### src/rtl/fir_mac_engine.sv
// rtl/fir_mac_engine.sv - streaming single-MAC FIR engine with rounding and saturation
module fir_mac_engine #(
  parameter int DATA_W   = 16,
  parameter int COEF_W   = 16,
  parameter int MAX_TAPS = 32,
  parameter int OUT_W    = 21,
  parameter int ACC_W    = DATA_W + COEF_W + $clog2(MAX_TAPS)
) (
  input  logic                          clk,
  input  logic                          rst,
  input  logic [$clog2(MAX_TAPS):0]     cfg_taps,
  input  logic [5:0]                    cfg_shift,
  input  logic                          coef_wr,
  input  logic [$clog2(MAX_TAPS)-1:0]   coef_addr,
  input  logic signed [COEF_W-1:0]      coef_data,
  input  logic                          hist_clr,
  input  logic                          in_valid,
  output logic                          in_ready,
  input  logic signed [DATA_W-1:0]      in_data,
  output logic                          out_valid,
  input  logic                          out_ready,
  output logic signed [OUT_W-1:0]       out_data,
  output logic                          out_sat,
  output logic                          busy
);

  localparam int AW = $clog2(MAX_TAPS);
  localparam int TW = AW + 1;
  localparam int PW = DATA_W + COEF_W;
  // One guard bit so adding the rounding constant can never wrap
  localparam int SW = ACC_W + 1;
  localparam logic signed [SW-1:0] SAT_MAX = {{(SW-OUT_W+1){1'b0}}, {(OUT_W-1){1'b1}}};
  localparam logic signed [SW-1:0] SAT_MIN = {{(SW-OUT_W+1){1'b1}}, {(OUT_W-1){1'b0}}};

  typedef enum logic [1:0] {S_IDLE, S_MAC, S_OUT} state_t;

  state_t state_q, state_d;

  logic [TW-1:0]            taps_q, taps_d, k_q, k_d, taps_clamp;
  logic [5:0]               shift_q, shift_d;
  logic signed [DATA_W-1:0] x_q [MAX_TAPS];
  logic signed [DATA_W-1:0] x_d [MAX_TAPS];
  logic signed [COEF_W-1:0] c_q [MAX_TAPS];
  logic signed [COEF_W-1:0] c_d [MAX_TAPS];
  logic signed [ACC_W-1:0]  acc_q, acc_d, p_ext, acc_fin;
  logic signed [PW-1:0]     p_q, p_d, prod;
  logic signed [SW-1:0]     rnd, sum_r, res;
  logic signed [OUT_W-1:0]  out_data_q, out_data_d;
  logic                     out_sat_q, out_sat_d;
  logic                     accept, mac_last;
  logic [AW-1:0]            k_idx;

  // Handshake qualifiers and runtime tap-count clamping
  always_comb begin
    accept   = (state_q == S_IDLE) && in_valid && !hist_clr;
    mac_last = (state_q == S_MAC) && (k_q == taps_q);
    k_idx    = k_q[AW-1:0];
    if (cfg_taps == '0)                 taps_clamp = TW'(1);
    else if (cfg_taps > TW'(MAX_TAPS))  taps_clamp = TW'(MAX_TAPS);
    else                                taps_clamp = cfg_taps;
  end

  // Arithmetic: registered product feeds the accumulator one cycle later, so the
  // final cycle folds in the last product and then rounds, shifts and saturates
  always_comb begin
    prod    = PW'(c_q[k_idx]) * PW'(x_q[k_idx]);
    p_ext   = ACC_W'(p_q);
    acc_fin = acc_q + p_ext;
    rnd     = (shift_q == 6'd0) ? '0 : (SW'(1) << (shift_q - 6'd1));
    sum_r   = SW'(acc_fin) + rnd;
    res     = sum_r >>> shift_q;
  end

  // State register
  always_ff @(posedge clk or posedge rst) begin
    if (rst) state_q <= S_IDLE;
    else     state_q <= state_d;
  end

  // Next-state logic
  always_comb begin
    state_d = state_q;
    case (state_q)
      S_IDLE:  if (accept)    state_d = S_MAC;
      S_MAC:   if (mac_last)  state_d = S_OUT;
      S_OUT:   if (out_ready) state_d = S_IDLE;
      default:                state_d = S_IDLE;
    endcase
  end

  // Output decode
  always_comb begin
    in_ready  = (state_q == S_IDLE) && !hist_clr;
    out_valid = (state_q == S_OUT);
    busy      = (state_q != S_IDLE);
    out_data  = out_data_q;
    out_sat   = out_sat_q;
  end

  // Datapath next-state: delay line, coefficient file, MAC and result capture
  always_comb begin
    x_d        = x_q;
    c_d        = c_q;
    acc_d      = acc_q;
    p_d        = p_q;
    k_d        = k_q;
    taps_d     = taps_q;
    shift_d    = shift_q;
    out_data_d = out_data_q;
    out_sat_d  = out_sat_q;
    case (state_q)
      S_IDLE: begin
        if (hist_clr) begin
          for (int i = 0; i < MAX_TAPS; i++) x_d[i] = '0;
        end else if (in_valid) begin
          x_d[0] = in_data;
          for (int i = 1; i < MAX_TAPS; i++) x_d[i] = x_q[i-1];
          taps_d  = taps_clamp;
          shift_d = cfg_shift;
          acc_d   = '0;
          p_d     = '0;
          k_d     = '0;
        end
        if (coef_wr && !accept) c_d[coef_addr] = coef_data;
      end
      S_MAC: begin
        if (mac_last) begin
          if (res > SAT_MAX) begin
            out_data_d = SAT_MAX[OUT_W-1:0];
            out_sat_d  = 1'b1;
          end else if (res < SAT_MIN) begin
            out_data_d = SAT_MIN[OUT_W-1:0];
            out_sat_d  = 1'b1;
          end else begin
            out_data_d = res[OUT_W-1:0];
            out_sat_d  = 1'b0;
          end
        end else begin
          acc_d = acc_fin;
          p_d   = prod;
          k_d   = k_q + TW'(1);
        end
      end
      default: ;
    endcase
  end

  // Datapath registers
  always_ff @(posedge clk or posedge rst) begin
    if (rst) begin
      for (int i = 0; i < MAX_TAPS; i++) begin
        x_q[i] <= '0;
        c_q[i] <= '0;
      end
      acc_q      <= '0;
      p_q        <= '0;
      k_q        <= '0;
      taps_q     <= TW'(1);
      shift_q    <= '0;
      out_data_q <= '0;
      out_sat_q  <= 1'b0;
    end else begin
      x_q        <= x_d;
      c_q        <= c_d;
      acc_q      <= acc_d;
      p_q        <= p_d;
      k_q        <= k_d;
      taps_q     <= taps_d;
      shift_q    <= shift_d;
      out_data_q <= out_data_d;
      out_sat_q  <= out_sat_d;
    end
  end

endmodule
### config.mk
export PLATFORM = sky130hd
export DESIGN_NAME = fir_mac_engine
export DESIGN_NICKNAME = d
export VERILOG_FILES = /design/src/rtl/fir_mac_engine.sv
export SDC_FILE = /design/constraint.sdc
export NUM_CORES = 2
export LEC_CHECK = 0
export ABC_AREA = 1
export BUFFER_PORTS_ARGS = -buffer_cell sky130_fd_sc_hd__buf_2
export CAP_MARGIN = 20
export CORE_ASPECT_RATIO = 0.9
export CORE_UTILIZATION = 35
export DETAILED_ROUTE_END_ITERATION = 10
export PLACE_DENSITY_LB_ADDON = 0.05
export SETUP_SLACK_MARGIN = 0.05
export SLEW_MARGIN = 40
export SYNTH_ARGS = -nofsm -noshare
export SYNTH_HDL_FRONTEND = slang
export SYNTH_SLANG_ARGS = --single-unit
### constraint.sdc
create_clock -name clk -period 44.6 [get_ports clk]
set_input_delay 11.15 -clock clk [delete_from_list [all_inputs] [get_ports clk]]
set_output_delay 11.15 -clock clk [all_outputs]
set_load 0.03 [all_outputs]
Yosys cells after proc, flatten, opt, wreduce, memory -nomap -nowiden

Cells that the tools add are included.
W data, S select, Z words.

Register bits: 1135
Bits of input ports: 55
Output and inout port bits: 25
Logic and storage cells: 151

Add/sub/neg operators: 4
Multipliers: 1
$lt $le $gt $ge: 6
Eq/ne operators: 9
Shifts and indexed selects: 2
Multiplexer cells: 34
Bitwise gates (word level): 3
Reductions and logical operators: 20

Operators with widths:

| cell                   | count |
|---|---|
| $mux W512              | 2 |
| $bwmux W512            | 1 |
| $bmux W16 S5           | 2 |
| $mux W37               | 3 |
| $mux W32               | 3 |
| $demux W16 S5          | 1 |
| $mux W16               | 5 |
| $pmux W37 S2           | 1 |
| $pmux W32 S2           | 1 |
| $mux W21               | 2 |
| $add A37 B38 Y38       | 1 |
| $gt A38 B21 Y1 const B | 1 |
| $lt A38 B21 Y1 const B | 1 |
| $mux W38               | 1 |
| $shl A1 B6 Y38 const A | 1 |
| $sshr A38 B6 Y38       | 1 |
| $add A37 B32 Y37       | 1 |
| $mul A16 B16 Y32       | 1 |
| $mux W6                | 5 |
| $ge A6 B6 Y1 const B   | 2 |
| $logic_not A6 Y1       | 2 |
| $not A5 Y6             | 2 |
| $pmux W6 S2            | 1 |
| $ne A2 B2 Y1 const B   | 5 |
| other kinds (19)       | 33 |

Longest topological paths before layout

Word-level depth: 8
Mapped depth: 44
Mapped depth without buffers: 44

Least setup slack after synthesis

No wires, ideal clock.

Kind: input to output
From: in hist_clr
To: out in_ready
Arrival: 11592 ps
Data required time: 33450 ps
Setup slack: 21858 ps
Stages: 1
Path buffers: 0
Cell sequence: nor2_1

Cells in the longest elaborated chain, start to end: 2

RTL lines:

| element             | line | source |
|---|---|---|
| start: declaration  | 16   | `input logic hist_clr,` |
| $logic_not A1 Y1    | 93   | `in_ready = (state_q == S_IDLE) && !hist_clr;` |
| $logic_and A1 B1 Y1 | 93   |  |
| end: declaration    | 18   | `output logic in_ready,` |

No other way between the ends.

Worst setup path after layout

Same ends and word-level chain as after synthesis.

==> results.toml <==
[status]
status = "complete, no violations"

[floorplan]
rows = 150
die_x_um = 458.6
dieArea_um2 = 189300
core_um2 = 186000
chipHeight_um = 412.9
start_util = 0.3530
num_io_pins = 80

[detailed_routing]
routedWlPerCell_um = 20.20
dr.pass1.iters = 5
vias_per_cell = 5.236
drt-total-wl_um = 210900
vias = 54659
ant_nets = 0
drc_errors = 0
initialDrtViolationCount = 4252

[yosys]
ys_warn_count = 0
yosys.area_share.xor_xnor = 0.009870
synth_top_cell_area_share = 0.4322
synth.area.top_cells = "dfrtp_1, o21ai_0, nand2_1, fa_1, o22ai_1"
postSynthCellCount = 8048
yosys-top-cells-count = "nand2_1, o21ai_0, dfrtp_1"
ys_types = 62
yosys.area.top_type = "dfrtp_1"
synth_top_family_by_area = "compound AO/OA/AOI/OAI gates"
ys_seq_area_frac = 0.4326
synth-compound-area-share = 0.1985
synth_seq_cells = 1135
syn_avg_cell_area_um2 = 8.159
synthFlopType = "dfrtp_1"
syn-cell-area_um2 = 65660
synth_fa_ha_area_frac = 0.1102
synth_edf_count = 0
synth_nets = 8523
yosysMostFrequentCell = "nand2_1"
synth.mux.area_fraction = 0.0004573
async_flop_share = 1.000
synth-simple-area-share = 0.1579

[clocking]
htree_num_levels = 4
ctsHoldBuffers = 0
path_clk_slew_ps = 60
cts_num_sinks = 1135
clockRootBuffer = "clkbuf_16"
cts_tree = "yes"
cts.repair.resized = 0
cts_max_path_buffers = 3
cts_setup_buffers = 0
numCtsBuffers = 136
clk_latency_ps = 790

[placement]
placed_cells = 10191
port_buffers = 79
routabilityCongestion = 0.8991
hpwl_um = 134100

[worst_setup_path]
crit_required_ps = 33450
critical_path.startpoint = "hist_clr"
reg2reg_depth = 36
path_buf_inv = 2
cp_top_family = "buffers and inverters"
startpoint_type = "input pin"
worstSetupPathDepth = 3
path_max_fanout = 2
crit_top_cell = "buf_2"
timing.rr.start = "k_q[1]"
worstSetupPathType = "input pin to output pin"
worstReg2RegEnd = "p_q[30]"
slowest_delay_ps = 330
crit_end = "in_ready"
crit_chain = "buf_2, nor2_1, buf_2"
worstPathArrival_ps = 11880
rrSetupSlack_ps = 33580
cpMaxStageDelayCell = "nor2_1"
cp-end-kind = "output pin"

[global_routing]
antenna_found_initial = 10
first_global_vias = 54199
grt-ovfl-total = 0
grt_max_degree = 153
grt_pass1_wl_um = 330600
track_usage = 0.2242

[cells_and_area]
area_growth_pct = 11.10
drive_above_1_share = 0.06673
stdcell_count = 10440
final_nets = 8298

[hold_path]
hold_path_class = "flip-flop to flip-flop"

[flow_run]
maxCapViolations = 0

[sta]
fin_crit_sh = 0.5163
period_minus_slack_ps = 23030
max_freq_mhz = 43.43
grt_setup_unrepaired = "no"
drv_slew = 0
final.setup.tns_ps = 0
max_slew.worst_pin.slew_ps = 880.6
holdWs_ps = 476.5
hold_viol_final = 0
setup_violations = 0
relSlewSlack = 0.4115
fin_worst_skew_ps = 33.44
[sequential cells by signal, indices dropped and copies added (netlist names)]
name,cells
acc_q,37
c_q,512
k_q,6
out_data,21
out_sat,1
p_q,32
shift_q,6
state_q,2
taps_q,6
x_q,512
[layer usage]
metal | part of all wire | GRT usage | wire length (um)
met4 | 0.017 | 0.04623 | 3622
met3 | 0.041 | 0.03039 | 8743
met5 | 0 | 0 | 0
met1 | 0.50 | 0.3327 | 105700
met2 | 0.44 | 0.3465 | 92790
[cells in the final DEF (no fill, tap or decap), drive strengths merged, types with 2 or more instances in the layout]
| cell | n |
|---|---|
| a211oi | 2 |
| a21boi | 7 |
| a21o | 13 |
| a21oi | 321 |
| a22o | 32 |
| a31o | 3 |
| a31oi | 12 |
| a32o | 2 |
| and2 | 2 |
| buf | 189 |
| bufinv | 9 |
| clkbuf | 213 |
| clkinv | 41 |
| dfrtp | 1134 |
| diode | 5 |
| fa | 264 |
| ha | 156 |
| inv | 998 |
| mux2i | 3 |
| nand2 | 1479 |
| nand3 | 328 |
| nand3b | 2 |
| nand4 | 76 |
| nor2 | 591 |
| nor3 | 26 |
| nor4 | 5 |
| o211ai | 35 |
| o21a | 2 |
| o21ai | 1226 |
| o21bai | 9 |
| o221ai | 55 |
| o22ai | 590 |
| o311ai | 3 |
| o31ai | 5 |
| o41ai | 4 |
| or2 | 8 |
| xnor2 | 33 |
| xor2 | 41 |
[cell type report]
type | count | area (um2)
clock buffers | 213 | 4096
clock inverters | 29 | 520.5
diodes | 5 | 12.51
multi-input cells | 5342 | 31390
well taps | 2508 | 3138
fillers | 19295 | 113000
repair buffers | 189 | 1525
inverters | 1019 | 3854
flip-flops and latches | 1135 | 28420
[through the flow]
step	cell area, um2	setup WS (ps)	util
after floorplan	65660	1488	-
after global placement	68080	21700	0.3660
after detailed placement	68240	21580	0.3669
after CTS	72850	21580	0.3917
after global routing	72950	21520	0.3922
final	72950	21570	0.3922
[cells by family (layout without fill, tap and decap cells)]
| family | Yosys count | after routing |
|---|---|---|
| AO/OA/AOI/OAI | 2327 | 2327 |
| multiplexers | 3 | 3 |
| adder cells (fa/ha/maj) | 420 | 420 |
| XOR/XNOR | 74 | 74 |
| AND/OR/NAND/NOR | 2518 | 2518 |
| flip-flops | 1135 | 1135 |
| buffers and inverters | 1571 | 1450 |
| other | 0 | 5 |
[worst register-to-register path: cells and delay by family, from the launching register on]
family / cells / cell delay [ps]
AOI/OAI and AO/OA: 10 / 1900
adders and majority gates: 7 / 3150
buffers and inverters: 9 / 3480
DFF: 1 / 730
and+or+nand+nor: 10 / 1650
[worst min path at each step]
stage,cells after the start,to,start,slack [ps]
6_report,2,c_q[174],c_q[174],480
5_1_grt,2,c_q[421],c_q[421],490
4_1_cts,2,c_q[351],c_q[351],480
3_5_place_dp,2,c_q[85],c_q[85],470
3_3_place_gp,2,c_q[430],c_q[430],460
2_1_floorplan,2,c_q[159],c_q[159],450
Power is not shown: default switching activity piles up to over one toggle a cycle in this logic, so the estimate is an artifact.
